<file path="src/rtl/mem_arbiter_pkg.sv">
// Shared types and constants for the two-master memory-port arbiter.
package mem_arb_pkg;

  typedef enum logic [1:0] {
    ARB_IDLE  = 2'd0,
    ARB_BUSY0 = 2'd1,
    ARB_BUSY1 = 2'd2
  } arb_state_e;

  // Read data handed back to a master whose transaction timed out.
  localparam logic [31:0] ERR_DATA_DEFAULT = 32'hDEAD_BEEF;

endpackage

</file>
<file path="src/rtl/mem_arbiter_if.sv">
// picorv32-native memory bus (valid/ready/addr/wdata/wstrb/rdata).
// A bus master drives the request side; a slave answers with ready/rdata.
interface mem_arbiter_if;

  logic        valid;
  logic        ready;
  logic [31:0] addr;
  logic [31:0] wdata;
  logic [3:0]  wstrb;
  logic [31:0] rdata;

  modport master (output valid, addr, wdata, wstrb, input  ready, rdata);
  modport slave  (input  valid, addr, wdata, wstrb, output ready, rdata);

endinterface

</file>
<file path="src/rtl/mem_arbiter.sv">
// Non-preemptive round-robin arbiter sharing one native memory port between
// two masters, with a per-transaction timeout that forces completion.
module mem_arbiter
  import mem_arb_pkg::*;
#(
  parameter int unsigned TIMEOUT  = 255,
  parameter logic [31:0] ERR_DATA = ERR_DATA_DEFAULT
) (
  input  logic                 clk,
  input  logic                 rst_n,
  mem_arbiter_if.slave         m0,
  mem_arbiter_if.slave         m1,
  mem_arbiter_if.master        s,
  output logic [1:0]           grant,
  output logic                 timeout
);

  localparam int unsigned    CW      = $clog2(TIMEOUT + 1);
  localparam logic [CW-1:0]  TMO_MAX = CW'(TIMEOUT);

  arb_state_e    state_q, state_d;
  logic          last_q, last_d;
  logic [CW-1:0] cnt_q;

  logic busy;
  logic tmo_fire;
  logic done;

  assign busy     = (state_q != ARB_IDLE);
  // s_ready in the limit cycle takes priority: real data, no timeout pulse.
  assign tmo_fire = busy && !s.ready && (cnt_q == TMO_MAX);
  assign done     = busy && (s.ready || tmo_fire);

  // Next-state and round-robin selection; requests are only looked at in IDLE.
  always_comb begin
    state_d = state_q;
    last_d  = last_q;
    unique case (state_q)
      ARB_IDLE: begin
        if (m0.valid && m1.valid) begin
          if (last_q) begin
            state_d = ARB_BUSY0;
            last_d  = 1'b0;
          end else begin
            state_d = ARB_BUSY1;
            last_d  = 1'b1;
          end
        end else if (m0.valid) begin
          state_d = ARB_BUSY0;
          last_d  = 1'b0;
        end else if (m1.valid) begin
          state_d = ARB_BUSY1;
          last_d  = 1'b1;
        end
      end
      ARB_BUSY0, ARB_BUSY1: begin
        if (done) state_d = ARB_IDLE;
      end
      default: state_d = ARB_IDLE;
    endcase
  end

  // FSM state and last-granted master; last resets to 1 so m0 wins first.
  always_ff @(posedge clk or negedge rst_n) begin
    if (!rst_n) begin
      state_q <= ARB_IDLE;
      last_q  <= 1'b1;
    end else begin
      state_q <= state_d;
      last_q  <= last_d;
    end
  end

  // Timeout counter: zero while idle, so it is clear on BUSY entry; saturates.
  always_ff @(posedge clk or negedge rst_n) begin
    if (!rst_n) begin
      cnt_q <= '0;
    end else if (!busy) begin
      cnt_q <= '0;
    end else if (!s.ready && (cnt_q != TMO_MAX)) begin
      cnt_q <= cnt_q + 1'b1;
    end
  end

  // Port mux: everything derives from the state and the slave response only.
  always_comb begin
    s.valid  = 1'b0;
    s.addr   = '0;
    s.wdata  = '0;
    s.wstrb  = '0;
    m0.ready = 1'b0;
    m0.rdata = '0;
    m1.ready = 1'b0;
    m1.rdata = '0;
    timeout  = tmo_fire;
    grant    = {state_q == ARB_BUSY1, state_q == ARB_BUSY0};
    unique case (state_q)
      ARB_BUSY0: begin
        s.valid  = 1'b1;
        s.addr   = m0.addr;
        s.wdata  = m0.wdata;
        s.wstrb  = m0.wstrb;
        m0.ready = s.ready || tmo_fire;
        m0.rdata = tmo_fire ? ERR_DATA : s.rdata;
      end
      ARB_BUSY1: begin
        s.valid  = 1'b1;
        s.addr   = m1.addr;
        s.wdata  = m1.wdata;
        s.wstrb  = m1.wstrb;
        m1.ready = s.ready || tmo_fire;
        m1.rdata = tmo_fire ? ERR_DATA : s.rdata;
      end
      default: ;
    endcase
  end

  // A granted master must hold its request until it sees ready.
  a_m0_hold: assert property (@(posedge clk) disable iff (!rst_n)
                              (state_q == ARB_BUSY0) |-> m0.valid);
  a_m1_hold: assert property (@(posedge clk) disable iff (!rst_n)
                              (state_q == ARB_BUSY1) |-> m1.valid);

endmodule

</file>
<file path="src/flat_wrapper.sv">
// flat-port wrapper written by rule: the top's interface ports become plain ports
module mem_arbiter_flat import mem_arb_pkg::*;
#(
  parameter int unsigned TIMEOUT  = 255,
  parameter logic [31:0] ERR_DATA = ERR_DATA_DEFAULT
)
  (clk, rst_n, grant, timeout, m0_valid, m0_addr, m0_wdata, m0_wstrb, m0_ready, m0_rdata, m1_valid, m1_addr, m1_wdata, m1_wstrb, m1_ready, m1_rdata, s_valid, s_addr, s_wdata, s_wstrb, s_ready, s_rdata);
  mem_arbiter_if m0_i ();
  mem_arbiter_if m1_i ();
  mem_arbiter_if s_i ();
  input  logic clk;
  input  logic rst_n;
  output logic [1:0] grant;
  output logic timeout;
  input wire logic [$bits(m0_i.valid)-1:0] m0_valid;
  input wire logic [$bits(m0_i.addr)-1:0] m0_addr;
  input wire logic [$bits(m0_i.wdata)-1:0] m0_wdata;
  input wire logic [$bits(m0_i.wstrb)-1:0] m0_wstrb;
  output wire logic [$bits(m0_i.ready)-1:0] m0_ready;
  output wire logic [$bits(m0_i.rdata)-1:0] m0_rdata;
  input wire logic [$bits(m1_i.valid)-1:0] m1_valid;
  input wire logic [$bits(m1_i.addr)-1:0] m1_addr;
  input wire logic [$bits(m1_i.wdata)-1:0] m1_wdata;
  input wire logic [$bits(m1_i.wstrb)-1:0] m1_wstrb;
  output wire logic [$bits(m1_i.ready)-1:0] m1_ready;
  output wire logic [$bits(m1_i.rdata)-1:0] m1_rdata;
  output wire logic [$bits(s_i.valid)-1:0] s_valid;
  output wire logic [$bits(s_i.addr)-1:0] s_addr;
  output wire logic [$bits(s_i.wdata)-1:0] s_wdata;
  output wire logic [$bits(s_i.wstrb)-1:0] s_wstrb;
  input wire logic [$bits(s_i.ready)-1:0] s_ready;
  input wire logic [$bits(s_i.rdata)-1:0] s_rdata;
  assign m0_i.valid = m0_valid;
  assign m0_i.addr = m0_addr;
  assign m0_i.wdata = m0_wdata;
  assign m0_i.wstrb = m0_wstrb;
  assign m0_ready = m0_i.ready;
  assign m0_rdata = m0_i.rdata;
  assign m1_i.valid = m1_valid;
  assign m1_i.addr = m1_addr;
  assign m1_i.wdata = m1_wdata;
  assign m1_i.wstrb = m1_wstrb;
  assign m1_ready = m1_i.ready;
  assign m1_rdata = m1_i.rdata;
  assign s_valid = s_i.valid;
  assign s_addr = s_i.addr;
  assign s_wdata = s_i.wdata;
  assign s_wstrb = s_i.wstrb;
  assign s_i.ready = s_ready;
  assign s_i.rdata = s_rdata;
  mem_arbiter #(.TIMEOUT(TIMEOUT), .ERR_DATA(ERR_DATA)) u_core (.clk(clk), .rst_n(rst_n), .m0(m0_i), .m1(m1_i), .s(s_i), .grant(grant), .timeout(timeout));
endmodule
</file>
<file path="config.mk">
export PLATFORM = sky130hd
export DESIGN_NAME = mem_arbiter_flat
export DESIGN_NICKNAME = d
export VERILOG_FILES = /design/src/rtl/mem_arbiter_pkg.sv /design/src/rtl/mem_arbiter_if.sv /design/src/rtl/mem_arbiter.sv /design/src/flat_wrapper.sv
export SDC_FILE = /design/constraint.sdc
export NUM_CORES = 1
export LEC_CHECK = 0
export BUFFER_PORTS_ARGS = -buffer_cell sky130_fd_sc_hd__buf_2
export CAP_MARGIN = 0
export CORE_AREA = 2 2 122 124
export CTS_CLUSTER_DIAMETER = 60
export DETAILED_ROUTE_END_ITERATION = 10
export DIE_AREA = 0 0 124 126
export GPL_TIMING_DRIVEN = 0
export PLACE_DENSITY = 0.45
export RECOVER_POWER = 25
export SETUP_SLACK_MARGIN = 0.15
export SLEW_MARGIN = 20
export SYNTH_ARGS = -nofsm -noshare
export SYNTH_HDL_FRONTEND = slang
export SYNTH_SLANG_ARGS = --single-unit
export TNS_END_PERCENT = 50
</file>
<file path="constraint.sdc">
create_clock -name clk -period 3.7 [get_ports clk]
set_clock_uncertainty 0.15 [all_clocks]
set_input_delay 0.185 -clock clk [delete_from_list [all_inputs] [get_ports clk]]
set_output_delay 0.185 -clock clk [all_outputs]
set_load 0.05 [all_outputs]
</file>
==> results.cfg, run 1 <==
[worst_setup_path]
r2r_start = u_core.state_q[0]$_DFFE_PN0P_
r2r_cells = 6
cpPeakStageDelay_ps = 480
critPathMaxFanout = 10
r2r_slack_ps = 1560
cp.arrival_ps = 2570
crit_buf_inv = 4
crit_path_top_delay_cell = clkbuf_1
crit_family = buffers and inverters
crit_start = u_core.cnt_q[0]$_DFFE_PN0P_
worstReg2RegEnd = u_core.state_q[0]$_DFFE_PN0P_
criticalPathCategory = register to output pin
startpoint_type = register
required_ps = 3370
crit_chain = ha_1 -> nand3_1 -> or2_0 -> or3_1 -> buf_6 -> clkinv_4 -> buf_4 -> o21a_1 -> clkbuf_1
critPathCaptureType = output pin

[floorplanning]
floorplan.initialDensity_pct = 15.6
dieArea_mm2 = 0.0156
pin_count = 311
fp.dieW_um = 124
row_count = 44
die_h_um = 126
core-area_mm2 = 0.0143

[hold_path]
min_from = m0_valid
hold_path.class = input port to register
min_delay_path_depth = 2
min_to = u_core.last_q$_DFFE_PN1P_

[status]
status = completed

[drt]
vias = 3600
drc = 0
drt_iter0_markers = 142
ant_nets = 0
wl_per_cell_um = 16.0
viasPerCell = 4.48
routed_wl_um = 12900
firstDrtPassIters = 4

[pwr]
power_density_mw_per_mm2 = 730
leakage_uw = 0.00217
ir_drop_v = 0.000360

[placed_design]
port_buffers = 310
gp_congestion = 0.855
post-dp-hpwl_um = 10800
dp.cells = 797

[final_layout]
final_layout_size_suffix_gt1_share_pct = 49.2
fin_cells = 803
area_growth_pct = 83.0
nNetsFinal = 796

[clock_tree]
tritoncts = built
clk_pin_slew_worst_paths_ps = 40
cts_max_level = 1
cts_sinks = 11
hold_buffers = 1
cts_resized = 0
root_buffer = clkbuf_16
cts_setup_buffers = 0
clock_latency_ps = 230
clk_path_buf_depth = 2
cts_buffers = 3

[sta]
hold_violations = 0
rsz0062_at_grt = false
period_needed_ps = 2900
drv_slew = 0
tns_ps = 0
tightest_slew_ps = 643
period_share_pct = 78.5
slew-limit-headroom_pct = 57.3
finalSetupViolCount = 0
max_freq_mhz = 344

[global_routing]
busiest_layer = met2
grtUsageMet1_pct = 18.9
grt_pass1_wl_um = 17900
grt_max_degree = 12
use_met2_pct = 26.6
grt_pass1_vias = 3308
grt-ovfl-total = 0
grt_usage_pct = 14.5
grtUsageMet3_pct = 1.04
antenna_found_initial = 1

[yosys]
synth.most_common_cell = nor2b_1
syn_area_per_cell_um2 = 7.35
synth-edff-count = 0
yosys.area.top_type = a22oi_1
ys_warn_count = 0
synth_commonest_cells = 70 x nor2b_1, 69 x a22oi_1, 50 x o21a_1
async_flop_share_pct = 100
netlist_instances = 303
synth_seq_cells = 11
synth_area_mm2 = 0.00223
yosys_most_used_dff = dfrtp_1
netlist.area_leader.share_pct = 23.2
synth_nets = 480
synth_cell_type_count = 33
synth_seq_area_share_pct = 12.4
synthTopCellsByArea = a22oi_1 23%, nor2b_1 20%, o21a_1 17%, dfrtp_1 11%, clkbuf_1 5.1%

[run]
cap_violations = 0
cell families (layout without fill, tap and decap cells):
logic type / count (synthesis) / after routing / share of synthesized area, %
AOI/OAI and AO/OA: 134 / 134 / 44.7
adders and majority gates: 4 / 4 / 2.25
xor gates and xnor gates: 2 / 2 / 0.786
buffers and inverters: 43 / 358 / 9.55
other: 0 / 1 / 0
DFF: 11 / 11 / 12.4
muxes: 2 / 2 / 0.898
and+or+nand+nor: 107 / 107 / 29.4
state kept, by name (all words and copies together) (netlist names):
| signal | cells |
|---|---|
| u_core.cnt_q | 8 |
| u_core.state_q | 2 |
| u_core.last_q | 1 |
worst max-delay path by stage:
stage | slack (ps) | to | depth (start not counted)
after detailed placement | 1030 | s_wdata[21] | 7
final | 800 | m0_rdata[30] | 9
after floorplan | 970 | s_addr[0] | 6
after CTS | 760 | s_wdata[21] | 7
after global placement | 1030 | s_wdata[21] | 7
after global routing | 590 | s_wdata[21] | 7
report_power, final:
| part | switching (uW) | internal, uW | total, uW |
|---|---|---|---|
| logic | 1900 | 711 | 2620 |
| clock network | 49.3 | 144 | 194 |
| registers | 18.3 | 147 | 165 |
through the flow:
stage / worst slack [ps] / utilization [%] / total power [uW] / instance area (um^2) / hold slack, ps
global route: 595 / 28.5 / 3150 / 4080 / 25.1
finish: 795 / 28.5 / 2970 / 4080 / 8.59
detailed placement: 1030 / 28.0 / 2810 / 4010 / -75.7
CTS: 762 / 28.6 / 3020 / 4100 / 8.52
global placement: 1030 / 28.0 / 2800 / 4010 / -83.2
floorplan: 968 / - / 2140 / 2230 / -261
layout by cell type (no fill, tap or decap), types with 4 or more instances in the layout:
| cell type | count |
|---|---|
| clkbuf_1 | 50 |
| and3_1 | 17 |
| a31oi_1 | 4 |
| dfrtp_1 | 10 |
| nor2b_1 | 70 |
| ha_1 | 4 |
| buf_2 | 291 |
| inv_1 | 4 |
| a22oi_1 | 69 |
| nor2_1 | 9 |
| o21a_1 | 50 |
worst reg2reg max path, delay by kind of cell (launching register included):
family          cells  cell delay (ps)
compound gates      1              170
fa+ha+maj           1              310
buf+inv             3              950
flops               1              360
simple gates        1              120
cell type report:
type	count	area [um^2]
Tap cell	184	230
Clock buffer	4	78.8
Buffer	38	189
Antenna cell	1	2.50
Multi-Input combinational cell	249	1740
Fill cell	1615	10200
Sequential cell	11	277
Timing Repair Buffer	311	1540
Inverter	5	23.8
per-layer routing:
metal  up-vias  share of wire, %
met1      1703                42
met4         0              0.35
met2       136                51
li1       1757                 -
met3         4               6.7
met5         -                 0
No activity file was read; power rests on OpenSTA's default activity.
==> run 2: changes to the inputs <==
CORE_AREA = 2 2 121 123   (was 2 2 122 124)
DIE_AREA = 0 0 123 125   (was 0 0 124 126)
clock period = 2.9 ns   (was 3.7 ns; I/O delays follow)
==> run 2 against run 1 <==
Effect of this change:
- register-to-register slack lost 480 ps
- critical endpoint is now m1_rdata[15]
- routed wire length increased by 2.6%
- hold slack better by 79 ps
- first-iteration DRC count decreased by 5.6%
- sequential power is 28% higher
- highest routed layer unchanged
- cell area grew 1.6%
- worst setup slack got worse by 560 ps
- combinational power up 29%
==> results.cfg, run 2 (same netlist as run 1, synthesis figures left out) <==
[final_layout]
mostFrequentLayoutCell = buf_2
fillCellCount = 1631
fin_util_pct = 29.2
final_layout_size_suffix_gt1_share_pct = 51.9
nNetsFinal = 797
largest_register_ffs = 8
regArea_um2 = 277
area_growth_pct = 85.9
multi_input_area_mm2 = 0.00174
top_register = u_core.cnt_q
largest_registers = u_core.cnt_q (8), u_core.state_q (2), u_core.last_q (1)
mostFrequentLayoutCells = 283 x buf_2, 70 x nor2b_1, 69 x a22oi_1
insertedDiodeCount = 0

[drt]
drt_iter0_markers = 134
viasPerCell = 4.49
ant_nets = 0
routed_wl_um = 13200
wl_per_cell_um = 16.4
drc = 0
firstDrtPassIters = 4
vias = 3608

[global_routing]
grt-ovfl-total = 0
grt_pass1_vias = 3249
grt_max_degree = 12
antenna_found_initial = 0
grt_usage_pct = 15.0
grt_pass1_wl_um = 18200

[placed_design]
dp_slack_ps = 220
post-dp-hpwl_um = 11300
gp_congestion = 0.918
port_buffers = 310

[worst_setup_path]
startpoint_type = register
critPathCaptureType = output pin
criticalPathCategory = register to output pin
required_ps = 2610
cp.arrival_ps = 2370
critPathMaxFanout = 10

[sta]
drv_slew = 0
tns_ps = 0
period_needed_ps = 2670
max_freq_mhz = 375
hold_violations = 0
rsz0062_at_grt = true
slew-limit-headroom_pct = 57.9
finalSetupViolCount = 0
setup_slack_ps = 231
tightest_slew_ps = 634
period_share_pct = 92.0

[run]
cap_violations = 0

[hold_path]
hold_path.class = input port to register

[floorplanning]
row_count = 44
pin_count = 311
die_h_um = 125
fp.dieW_um = 123
floorplan.initialDensity_pct = 15.7
core-area_mm2 = 0.0142
dieArea_mm2 = 0.0154

[pwr]
ir_drop_v = 0.000446
leakage_uw = 0.00223
power_density_mw_per_mm2 = 925

[clock_tree]
cts_sinks = 11
cts_max_level = 1
tritoncts = built
root_buffer = clkbuf_16
cts_buffers = 3
clock_latency_ps = 240
clk_pin_slew_worst_paths_ps = 40
clk_path_buf_depth = 2

[status]
status = completed
## run 2: cell count changes in the layout (fill, tap and decap cells not counted), sizes merged
cell | before | now
dlygate4sd3 | 1 | 2
clkbuf | 53 | 58
diode | 1 | 0
buf | 299 | 294
## run 2: report_power, final
part / total, uW / internal (uW) / leakage (uW) / switching (uW)
Sequential: 211 / 188 / 0.000147 / 23.4
Combinational: 3370 / 936 / 0.00204 / 2430
Clock: 250 / 184 / 0.0000382 / 65.7
## run 2: cell type report
type,instances,share of cell area (%)
Buffer,38,4.77
Clock buffer,4,1.90
Inverter,5,0.574
Multi-Input combinational cell,249,42.1
Sequential cell,11,6.68
Tap cell,184,5.56
Timing Repair Buffer,312,38.4
## run 2: final timing paths
kind / startpoint / to / slack, ps / cells after the start
max in group asynchronous: rst_n / u_core.cnt_q[7]$_DFFE_PN0P_ / 1920 / 2
min: m1_valid / u_core.last_q$_DFFE_PN1P_ / 90 / 3
min in group asynchronous: rst_n / u_core.cnt_q[3]$_DFFE_PN0P_ / 280 / 2
max: u_core.cnt_q[0]$_DFFE_PN0P_ / m1_rdata[15] / 230 / 10
max reg2reg: u_core.state_q[0]$_DFFE_PN0P_ / u_core.state_q[0]$_DFFE_PN0P_ / 1080 / 6
min reg2reg: u_core.cnt_q[2]$_DFFE_PN0P_ / u_core.cnt_q[2]$_DFFE_PN0P_ / 390 / 1
## run 2: repair_timing
item | CTS | global route
buffers inserted | 0 | 0
endpoints found under the setup margin | 60 | 79
resized for setup | 2 | 27
hold buffers | 2 | 0
gates cloned | 0 | 0
hold endpoints to repair | 12 | 0
## run 2: metrics by stage
stage                     instances  instance area [um^2]  total power [uW]  hold slack (ps)
final                           803                  4140              3830             87.3
after global routing            803                  4140              4050              109
after CTS                       803                  4110              3860             75.8
after detailed placement        797                  4010              3600             -120
after global placement          797                  4010              3560             -126
after floorplan                 303                  2230              2730             -301
## run 2: metal layers
metal | up-vias | share of wire [%] | GRT usage, %
met5 | - | 0 | 0
met4 | 0 | 0.55 | 1.27
met3 | 6 | 6.9 | 1.51
met2 | 149 | 51 | 28.2
met1 | 1695 | 41 | 19.0
li1 | 1758 | - | -
## run 2: critical path: stages (launching register included)
cell	delay, ps
dfrtp_1	370
ha_1	210
nand3_2	120
or2_0	280
or3_1	340
buf_6	150
clkinv_4	60
buf_12	120
buf_8	130
o21a_1	150
buf_4	210
==> run 3: changes to the inputs <==
CTS_CLUSTER_SIZE = 10   (was unset)
HOLD_SLACK_MARGIN = 0.08   (was unset)
RECOVER_POWER = 50   (was 25)
==> run 3 against run 2 <==
Effect of this change:
- cell area grew 0.24%
- via count fell by 0.58%
- non-clock buffer count grew 1
- critical path type unchanged
- cell count increased by 0.12%
==> results.cfg, run 3 (same netlist as run 1, synthesis figures left out) <==
[status]
status = completed

[worst_setup_path]
crit_buf_inv = 5
r2r_slack_ps = 780
crit_path_top_delay_cell = dfrtp_1
critPathMaxFanout = 10
crit_family = simple AND/OR/NAND/NOR gates
startpoint_type = register
path_depth = 10
criticalPathCategory = register to output pin
worstReg2RegEnd = u_core.last_q$_DFFE_PN1P_
r2r_start = u_core.state_q[0]$_DFFE_PN0P_
cp.arrival_ps = 2380
r2r_cells = 5
critPathCaptureType = output pin
crit_start = u_core.cnt_q[0]$_DFFE_PN0P_
required_ps = 2610
cpPeakStageDelay_ps = 370
crit_chain = ha_1 -> nand3_2 -> or2_0 -> or3_1 -> buf_6 -> clkinv_4 -> buf_12 -> buf_8 -> o21a_1 -> buf_4

[final_layout]
fillCellCount = 1631
nNetsFinal = 798
regArea_um2 = 277
mostFrequentLayoutCell = buf_2
design_area_mm2 = 0.00415
insertedDiodeCount = 0
mostFrequentLayoutCells = 244 x buf_2, 70 x nor2b_1, 69 x a22oi_1
largest_registers = u_core.cnt_q (8), u_core.state_q (2), u_core.last_q (1)
area_growth_pct = 86.3
multi_input_area_mm2 = 0.00174
final_layout_size_suffix_gt1_share_pct = 51.8
largest_register_ffs = 8
top_register = u_core.cnt_q

[drt]
firstDrtPassIters = 4
viasPerCell = 4.46
wl_per_cell_um = 16.4
drc = 0
vias = 3587
routed_wl_um = 13200
drt_iter0_markers = 136
ant_nets = 0

[sta]
finalSetupViolCount = 0
period_share_pct = 92.1
hold_violations = 0
drv_slew = 0
max_freq_mhz = 374
tightest_slew_ps = 634
tns_ps = 0
period_needed_ps = 2670
rsz0062_at_grt = true
slew-limit-headroom_pct = 57.9

[hold_path]
hold_path.class = input port to register
min_to = u_core.cnt_q[2]$_DFFE_PN0P_
min_delay_path_depth = 3
min_from = s_ready

[pwr]
power_density_mw_per_mm2 = 925
power_uw = 3840
leakage_uw = 0.00220
ir_drop_v = 0.000446

[global_routing]
grt_pass1_vias = 3252
grt_usage_pct = 15.1
grt_max_degree = 12
grt_pass1_wl_um = 18200
grt-ovfl-total = 0
antenna_found_initial = 0

[placed_design]
post-dp-hpwl_um = 11300
port_buffers = 310
dpl-instance-area_mm2 = 0.00401
gp_congestion = 0.918

[clock_tree]
cts_buffers = 3
cts_sinks = 11
tritoncts = built
cts_max_level = 1
clk_path_buf_depth = 2
clk_pin_slew_worst_paths_ps = 40
clock_latency_ps = 240
root_buffer = clkbuf_16

[run]
cap_violations = 0

[floorplanning]
pin_count = 311
die_h_um = 125
core-area_mm2 = 0.0142
fp.dieW_um = 123
row_count = 44
dieArea_mm2 = 0.0154
floorplan.initialDensity_pct = 15.7
run 3: cell count changes in the layout (fill, tap and decap cells not counted):
cell	previous run	this run
buf_2	283	244
clkbuf_2	13	52
buf_1	2	1
clkbuf_1	34	35
dlygate4sd3_1	2	3
run 3: through the flow:
step / utilization, % / instances / hold WS (ps) / worst slack, ps
3_5_place_dp: 28.2 / 797 / -120 / 220
5_1_grt: 29.2 / 804 / 187 / 72.4
4_1_cts: 29.0 / 804 / 159 / 115
3_3_place_gp: 28.2 / 797 / -126 / 276
2_1_floorplan: - / 303 / -301 / 208
6_report: 29.2 / 804 / 159 / 229
run 3: worst max-delay path by stage:
| stage | end | slack, ps |
|---|---|---|
| global placement | s_wdata[9] | 280 |
| global route | m1_rdata[15] | 70 |
| finish | m1_rdata[15] | 230 |
| floorplan | s_addr[0] | 210 |
| detailed placement | s_wdata[9] | 220 |
| CTS | s_addr[29] | 110 |
run 3: area by class of cell:
cell class	instances	share of cell area, %
Clock buffer	4	1.90
Multi-Input combinational cell	249	42.0
Tap cell	184	5.55
Buffer	38	4.76
Timing Repair Buffer	313	38.5
Sequential cell	11	6.66
Inverter	5	0.573
run 3: power breakdown:
group          switching [uW]  total [uW]  internal (uW)
combinational            2440        3380            943
clock                    65.1         249            184
sequential               24.0         212            188
run 3: what timing repair did:
item | 4_1_cts | 5_1_grt
gates resized for setup | 2 | 27
setup endpoints to repair | 60 | 79
setup buffers | 0 | 0
endpoints found under the hold margin | 12 | 0
hold buffers | 3 | 0
run 3: layer usage:
metal	share of wire, %	global-route usage, %	vias up
li1	-	-	1762
met4	0.55	1.27	0
met3	6.4	1.51	6
met5	0	0	-
met1	42	19.1	1685
met2	51	28.2	134
run 3: tightest hold or removal path, cell delays in order:
cell,delay [ps]
buf_2,140
nor2b_1,70
a31oi_1,150
